`config.mk`:
```
export PLATFORM = sky130hd
export DESIGN_NAME = bus_arbiter
export DESIGN_NICKNAME = d
export VERILOG_FILES = /design/src/rtl/bus_arbiter.sv
export SDC_FILE = /design/constraint.sdc
export NUM_CORES = 1
export LEC_CHECK = 0
export BUFFER_PORTS_ARGS = -buffer_cell sky130_fd_sc_hd__buf_4
export CORE_MARGIN = 5
export CORE_UTILIZATION = 49
export DETAILED_ROUTE_END_ITERATION = 10
export PLACE_DENSITY = 0.73
export SLEW_MARGIN = 20
export SYNTH_ARGS = -nofsm -noshare
export SYNTH_HDL_FRONTEND = slang
export SYNTH_SLANG_ARGS = --single-unit
```
`constraint.sdc`:
```
create_clock -name clk -period 2.2 [get_ports clk]
set_input_delay 0 -clock clk [delete_from_list [all_inputs] [get_ports clk]]
set_output_delay 0 -clock clk [all_outputs]
set_load 0.01 [all_outputs]
```
`src/rtl/bus_arbiter.sv`:
```
// bus_arbiter: four-source round-robin arbiter for the 8-bit source-select mux.
// Grants one source at a time, counts beats, forces release after MAX_BURST
// beats and inserts one dead cycle (RELEASE) between consecutive owners.
module bus_arbiter #(
  parameter int MAX_BURST = 8
) (
  input  logic       clk,
  input  logic       rst_n,
  input  logic [3:0] req,
  input  logic       last,
  output logic [1:0] sel,
  output logic [3:0] gnt,
  output logic       valid,
  output logic       busy
);

  typedef enum logic [1:0] {
    IDLE    = 2'd0,
    OWN     = 2'd1,
    RELEASE = 2'd2
  } state_t;

  // Beat count value on which the current beat is the final permitted one.
  localparam logic [7:0] LAST_BEAT = 8'(MAX_BURST - 1);

  state_t     state_reg, state_next;
  logic [1:0] owner_reg, owner_next;
  logic [1:0] last_owner_reg, last_owner_next;
  logic [7:0] beat_cnt_reg, beat_cnt_next;
  logic [3:0] gnt_reg, gnt_next;

  logic [3:0] req_rot;
  logic [1:0] rot_pick;
  logic [1:0] winner;
  logic       any_req;
  logic       owner_req;
  logic       at_limit;

  // Rotate the request vector so bit 0 is the source right after last_owner,
  // i.e. the highest-priority candidate.
  genvar gi;
  generate
    for (gi = 0; gi < 4; gi++) begin : g_rot
      assign req_rot[gi] = req[2'(last_owner_reg + 2'(gi + 1))];
    end
  endgenerate

  assign any_req   = |req;
  assign owner_req = req[owner_reg];
  assign at_limit  = (beat_cnt_reg == LAST_BEAT);

  // Fixed-priority pick on the rotated vector, then map back to a source index.
  always_comb begin
    rot_pick = 2'd3;
    if (req_rot[0])      rot_pick = 2'd0;
    else if (req_rot[1]) rot_pick = 2'd1;
    else if (req_rot[2]) rot_pick = 2'd2;
    winner = 2'(last_owner_reg + rot_pick + 2'd1);
  end

  // Next-state and next-register logic for the IDLE/OWN/RELEASE controller.
  always_comb begin
    state_next      = state_reg;
    owner_next      = owner_reg;
    last_owner_next = last_owner_reg;
    beat_cnt_next   = beat_cnt_reg;
    gnt_next        = gnt_reg;
    case (state_reg)
      IDLE, RELEASE: begin
        if (any_req) begin
          state_next      = OWN;
          owner_next      = winner;
          last_owner_next = winner;
          beat_cnt_next   = 8'd0;
          gnt_next        = 4'(4'b0001 << winner);
        end else begin
          state_next = IDLE;
          gnt_next   = 4'b0000;
        end
      end
      OWN: begin
        if (!owner_req) begin
          // Abort: owner dropped its request, nothing is counted.
          state_next = RELEASE;
          gnt_next   = 4'b0000;
        end else begin
          beat_cnt_next = beat_cnt_reg + 8'd1;
          if (last || at_limit) begin
            state_next = RELEASE;
            gnt_next   = 4'b0000;
          end
        end
      end
      default: begin
        state_next = IDLE;
        gnt_next   = 4'b0000;
      end
    endcase
  end

  // State and datapath registers with asynchronous active-low reset.
  always_ff @(posedge clk or negedge rst_n) begin
    if (!rst_n) begin
      state_reg      <= IDLE;
      owner_reg      <= 2'b00;
      last_owner_reg <= 2'b11;
      beat_cnt_reg   <= 8'd0;
      gnt_reg        <= 4'b0000;
    end else begin
      state_reg      <= state_next;
      owner_reg      <= owner_next;
      last_owner_reg <= last_owner_next;
      beat_cnt_reg   <= beat_cnt_next;
      gnt_reg        <= gnt_next;
    end
  end

  assign sel   = owner_reg;
  assign gnt   = gnt_reg;
  assign valid = (state_reg == OWN) && owner_req;
  assign busy  = (state_reg != IDLE);

endmodule

```
==> insert_results.sql <==
INSERT INTO impl_metrics (metric_group, metric, value, unit) VALUES
('global_routing', 'grt_start_max_net_pins', '19', ''),
('setup_path', 'critical-path-max-stage-delay', '580', 'ps'),
('timing', 'slew_viol_final', '0', ''),
('timing', 'min_period', '2117', 'ps'),
('drt', 'detail_route.drc_violations', '0', ''),
('setup_path', 'cell_type_of_the_slowest_stage_on_the_worst_timing_path', 'sky130_fd_sc_hd__dfstp_2', ''),
('worst_hold_path', 'hp-class', 'in2async', ''),
('global_routing', 'wire_length_of_the_first_global_routing_pass', '3657', 'µm'),
('finish', 'flow.area_growth_from_synthesis', '20.03', '%'),
('run', 'cap_violations', '0', ''),
('synthesis', 'synth.yosys.seq_area_share', '45.02', '%'),
('global_routing', 'antenna_violations_before_repair', '0', ''),
('setup_path', 'arrival_worst_endpoint', '2300', 'ps'),
('drt', 'route.detailed.wl_per_inst', '14.80', 'µm'),
('placed_design', 'globalplace.congestion', '0.7738', ''),
('setup_path', 'worstSetupStartpoint', 'last_owner_reg[1]', ''),
('finish', 'antennaDiodeCount', '0', ''),
('synthesis', 'netlist_area', '1006', 'µm²'),
('placed_design', 'portBuffers', '14', ''),
('setup_path', 'worstReg2RegEnd', 'sel[1]', ''),
('drt', 'detail_route.iter0.violations', '14', ''),
('synthesis', 'average_instance_area_after_synthesis', '10.06', 'µm²'),
('synthesis', 'yosysTopAreaCellShare', '39.80', '%'),
('timing', 'worst_clock_skew', '10.11', 'ps'),
('drt', 'antenna_left', '0', ''),
('finish', 'number_of_flip_flops_under_the_largest_register_name', '8', ''),
('timing', 'worst_tran_pin_value', '668.1', 'ps'),
('drt', 'routed-wl-met3', '75', 'µm'),
('synthesis', 'syn-num-nets', '110', ''),
('synthesis', 'postSynthRegisterBits', '18', ''),
('die', 'rows', '16', ''),
('setup_path', 'critical_path.max_fanout', '6', ''),
('finish', 'final-instance-count-excl-fill', '147', ''),
('cts', 'cts_inserted_buffers', '3', ''),
('placed_design', 'placement.cell_area', '1136', 'µm²'),
('global_routing', 'grtUsageTotal', '15.12', '%'),
('drt', 'vias_per_cell', '5.721', ''),
('cts', 'clock_latency', '300', 'ps'),
('finish', 'fillers', '175', ''),
('power', 'static-leakage-power', '0.5475', 'nW'),
('setup_path', 'type_of_the_worst_setup_path', 'reg2reg', ''),
('drt', 'routed-wl-met2', '1081', 'µm'),
('timing', 'worst_slack', '83.19', 'ps'),
('synthesis', 'synth_top_cell_by_area', 'sky130_fd_sc_hd__dfrtp_1', ''),
('run_status', 'outcome', 'finished, final reports clean', ''),
('timing', 'timing_hold_violations_final', '0', ''),
('synthesis', 'synth_cell_type_count', '40', ''),
('cts', 'cts-root-to-sink-buffers', '2', ''),
('global_routing', 'globalRoute.totalOverflow', '0', ''),
('finish', 'most_common_cell_after_layout_fill_and_taps_aside', 'sky130_fd_sc_hd__buf_4', ''),
('setup_path', 'reg2reg_from', 'last_owner_reg[1]', ''),
('finish', 'drive_gt1_share', '25.83', '%'),
('cts', 'clock_tree_from_tritoncts', 'yes', ''),
('setup_path', 'startpoint_type', 'flop', ''),
('die', 'pin_count', '15', ''),
('timing', 'setup_violations', '0', ''),
('drt', 'top_signal_layer_used', 'met4', ''),
('power', 'vdd_drop_max', '771.3', 'µV'),
('drt', 'wirelength', '2175', 'µm'),
('setup_path', 'worstSetupEndpointType', 'flop', ''),
('synthesis', 'synthTopCellsByArea', 'sky130_fd_sc_hd__dfrtp_1 40%, sky130_fd_sc_hd__dfstp_2 5.2%, sky130_fd_sc_hd__mux2i_1 5.0%', ''),
('drt', 'num_vias', '841', ''),
('die', 'core_area', '1962', 'µm²'),
('placed_design', 'post-place-ws', '-3.412', 'ps'),
('cts', 'cts.sink_count', '18', ''),
('finish', 'nNetsFinal', '131', ''),
('die', 'die_y', '55.31', 'µm'),
('timing', 'achievable-frequency', '0.4724', 'GHz'),
('finish', 'finalInstanceArea', '1207', 'µm²'),
('die', 'die-width', '55.31', 'µm'),
('synthesis', 'synthesis.instances', '100', '');
[cell type report]
type	instances	area [µm²]	area share, %
Multi-Input combinational cell	75	531.8	44.04
Tap cell	27	33.78	2.798
Timing Repair Buffer	19	147.6	12.23
Sequential cell	18	452.9	37.51
Clock buffer	4	26.28	2.176
Inverter	4	15.01	1.244
[worst max-delay path by stage]
| stage | to | slack, ps | depth (start not counted) |
|---|---|---|---|
| CTS | sel[1] | 50 | 8 |
| detailed placement | sel[1] | -3 | 8 |
| floorplan | sel[1] | 90 | 9 |
| global route | sel[1] | -20 | 8 |
| finish | sel[1] | 80 | 8 |
| global placement | sel[1] | 160 | 8 |
[synth_stat cells]
library cell	instances
sky130_fd_sc_hd__dfrtp_1	16
sky130_fd_sc_hd__a21oi_1	6
sky130_fd_sc_hd__nand2_1	6
sky130_fd_sc_hd__o21ai_0	6
sky130_fd_sc_hd__mux2i_1	5
sky130_fd_sc_hd__nor2_1	5
sky130_fd_sc_hd__or3_1	5
sky130_fd_sc_hd__inv_1	4
sky130_fd_sc_hd__ha_1	3
sky130_fd_sc_hd__nand3_1	3
sky130_fd_sc_hd__or2_2	3
sky130_fd_sc_hd__xnor2_1	3
sky130_fd_sc_hd__a21boi_0	2
sky130_fd_sc_hd__dfstp_2	2
sky130_fd_sc_hd__mux2_2	2
sky130_fd_sc_hd__nand2b_1	2
sky130_fd_sc_hd__nand4_1	2
sky130_fd_sc_hd__nor3_1	2
sky130_fd_sc_hd__o2bb2ai_1	2
sky130_fd_sc_hd__a211o_1	1
sky130_fd_sc_hd__a21o_1	1
sky130_fd_sc_hd__a22o_1	1
sky130_fd_sc_hd__a311oi_2	1
sky130_fd_sc_hd__a32o_1	1
sky130_fd_sc_hd__a32oi_1	1
sky130_fd_sc_hd__and2_1	1
sky130_fd_sc_hd__buf_2	1
sky130_fd_sc_hd__buf_4	1
sky130_fd_sc_hd__clkbuf_1	1
sky130_fd_sc_hd__nand3b_1	1
sky130_fd_sc_hd__nor3b_1	1
sky130_fd_sc_hd__nor4_1	1
sky130_fd_sc_hd__nor4b_1	1
sky130_fd_sc_hd__o21a_1	1
sky130_fd_sc_hd__o22a_2	1
sky130_fd_sc_hd__o22ai_1	1
sky130_fd_sc_hd__o31ai_1	1
sky130_fd_sc_hd__o32ai_1	1
sky130_fd_sc_hd__or3b_1	1
sky130_fd_sc_hd__or4_1	1
[metal layers]
metal	track usage, %	vias up
met4	8.333	0
met3	2.797	5
li1	-	411
met2	26.18	17
met5	0	-
met1	17.40	408
[per-stage QoR]
stage          hold WS [ps]  TNS (ps)
2_1_floorplan        -295.6         0
3_3_place_gp         -119.0         0
3_5_place_dp         -118.9    -3.412
4_1_cts               94.57         0
5_1_grt               125.9    -17.13
6_report              92.21         0
[cell families (layout without fill, tap and decap cells)]
logic type      Yosys count  in the layout  share of synthesized area (%)
compound gates           27             27                          19.03
flops                    18             18                          45.02
fa+ha+maj                 3              3                          3.732
mux                       7              7                          7.214
buf+inv                   7             27                          3.108
xor+xnor                  3              3                          2.612
simple gates             35             35                          19.28
[timing repair]
item                                    CTS  global route
pin swaps                                 0             1
gates resized for setup                   2             1
endpoints found under the setup margin    2             2
hold buffers                              2             0
hold endpoints to repair                 20             0
setup buffers                             0             2
[worst max-delay path, delay by kind of cell, from the launching register on]
family,cells,cell delay [ps]
mux,1,290
compound gates,3,540
fa+ha+maj,1,240
flops,1,580
buf+inv,1,70
xor+xnor,2,290
[report_power, final]
| part | switching (W) | internal [W] |
|---|---|---|
| Combinational | 0.000413 | 0.000399 |
| Clock | 0.000104 | 0.0000706 |
| Sequential | 0.0000828 | 0.000441 |
Note: power is estimated with default switching activity, not from simulation.
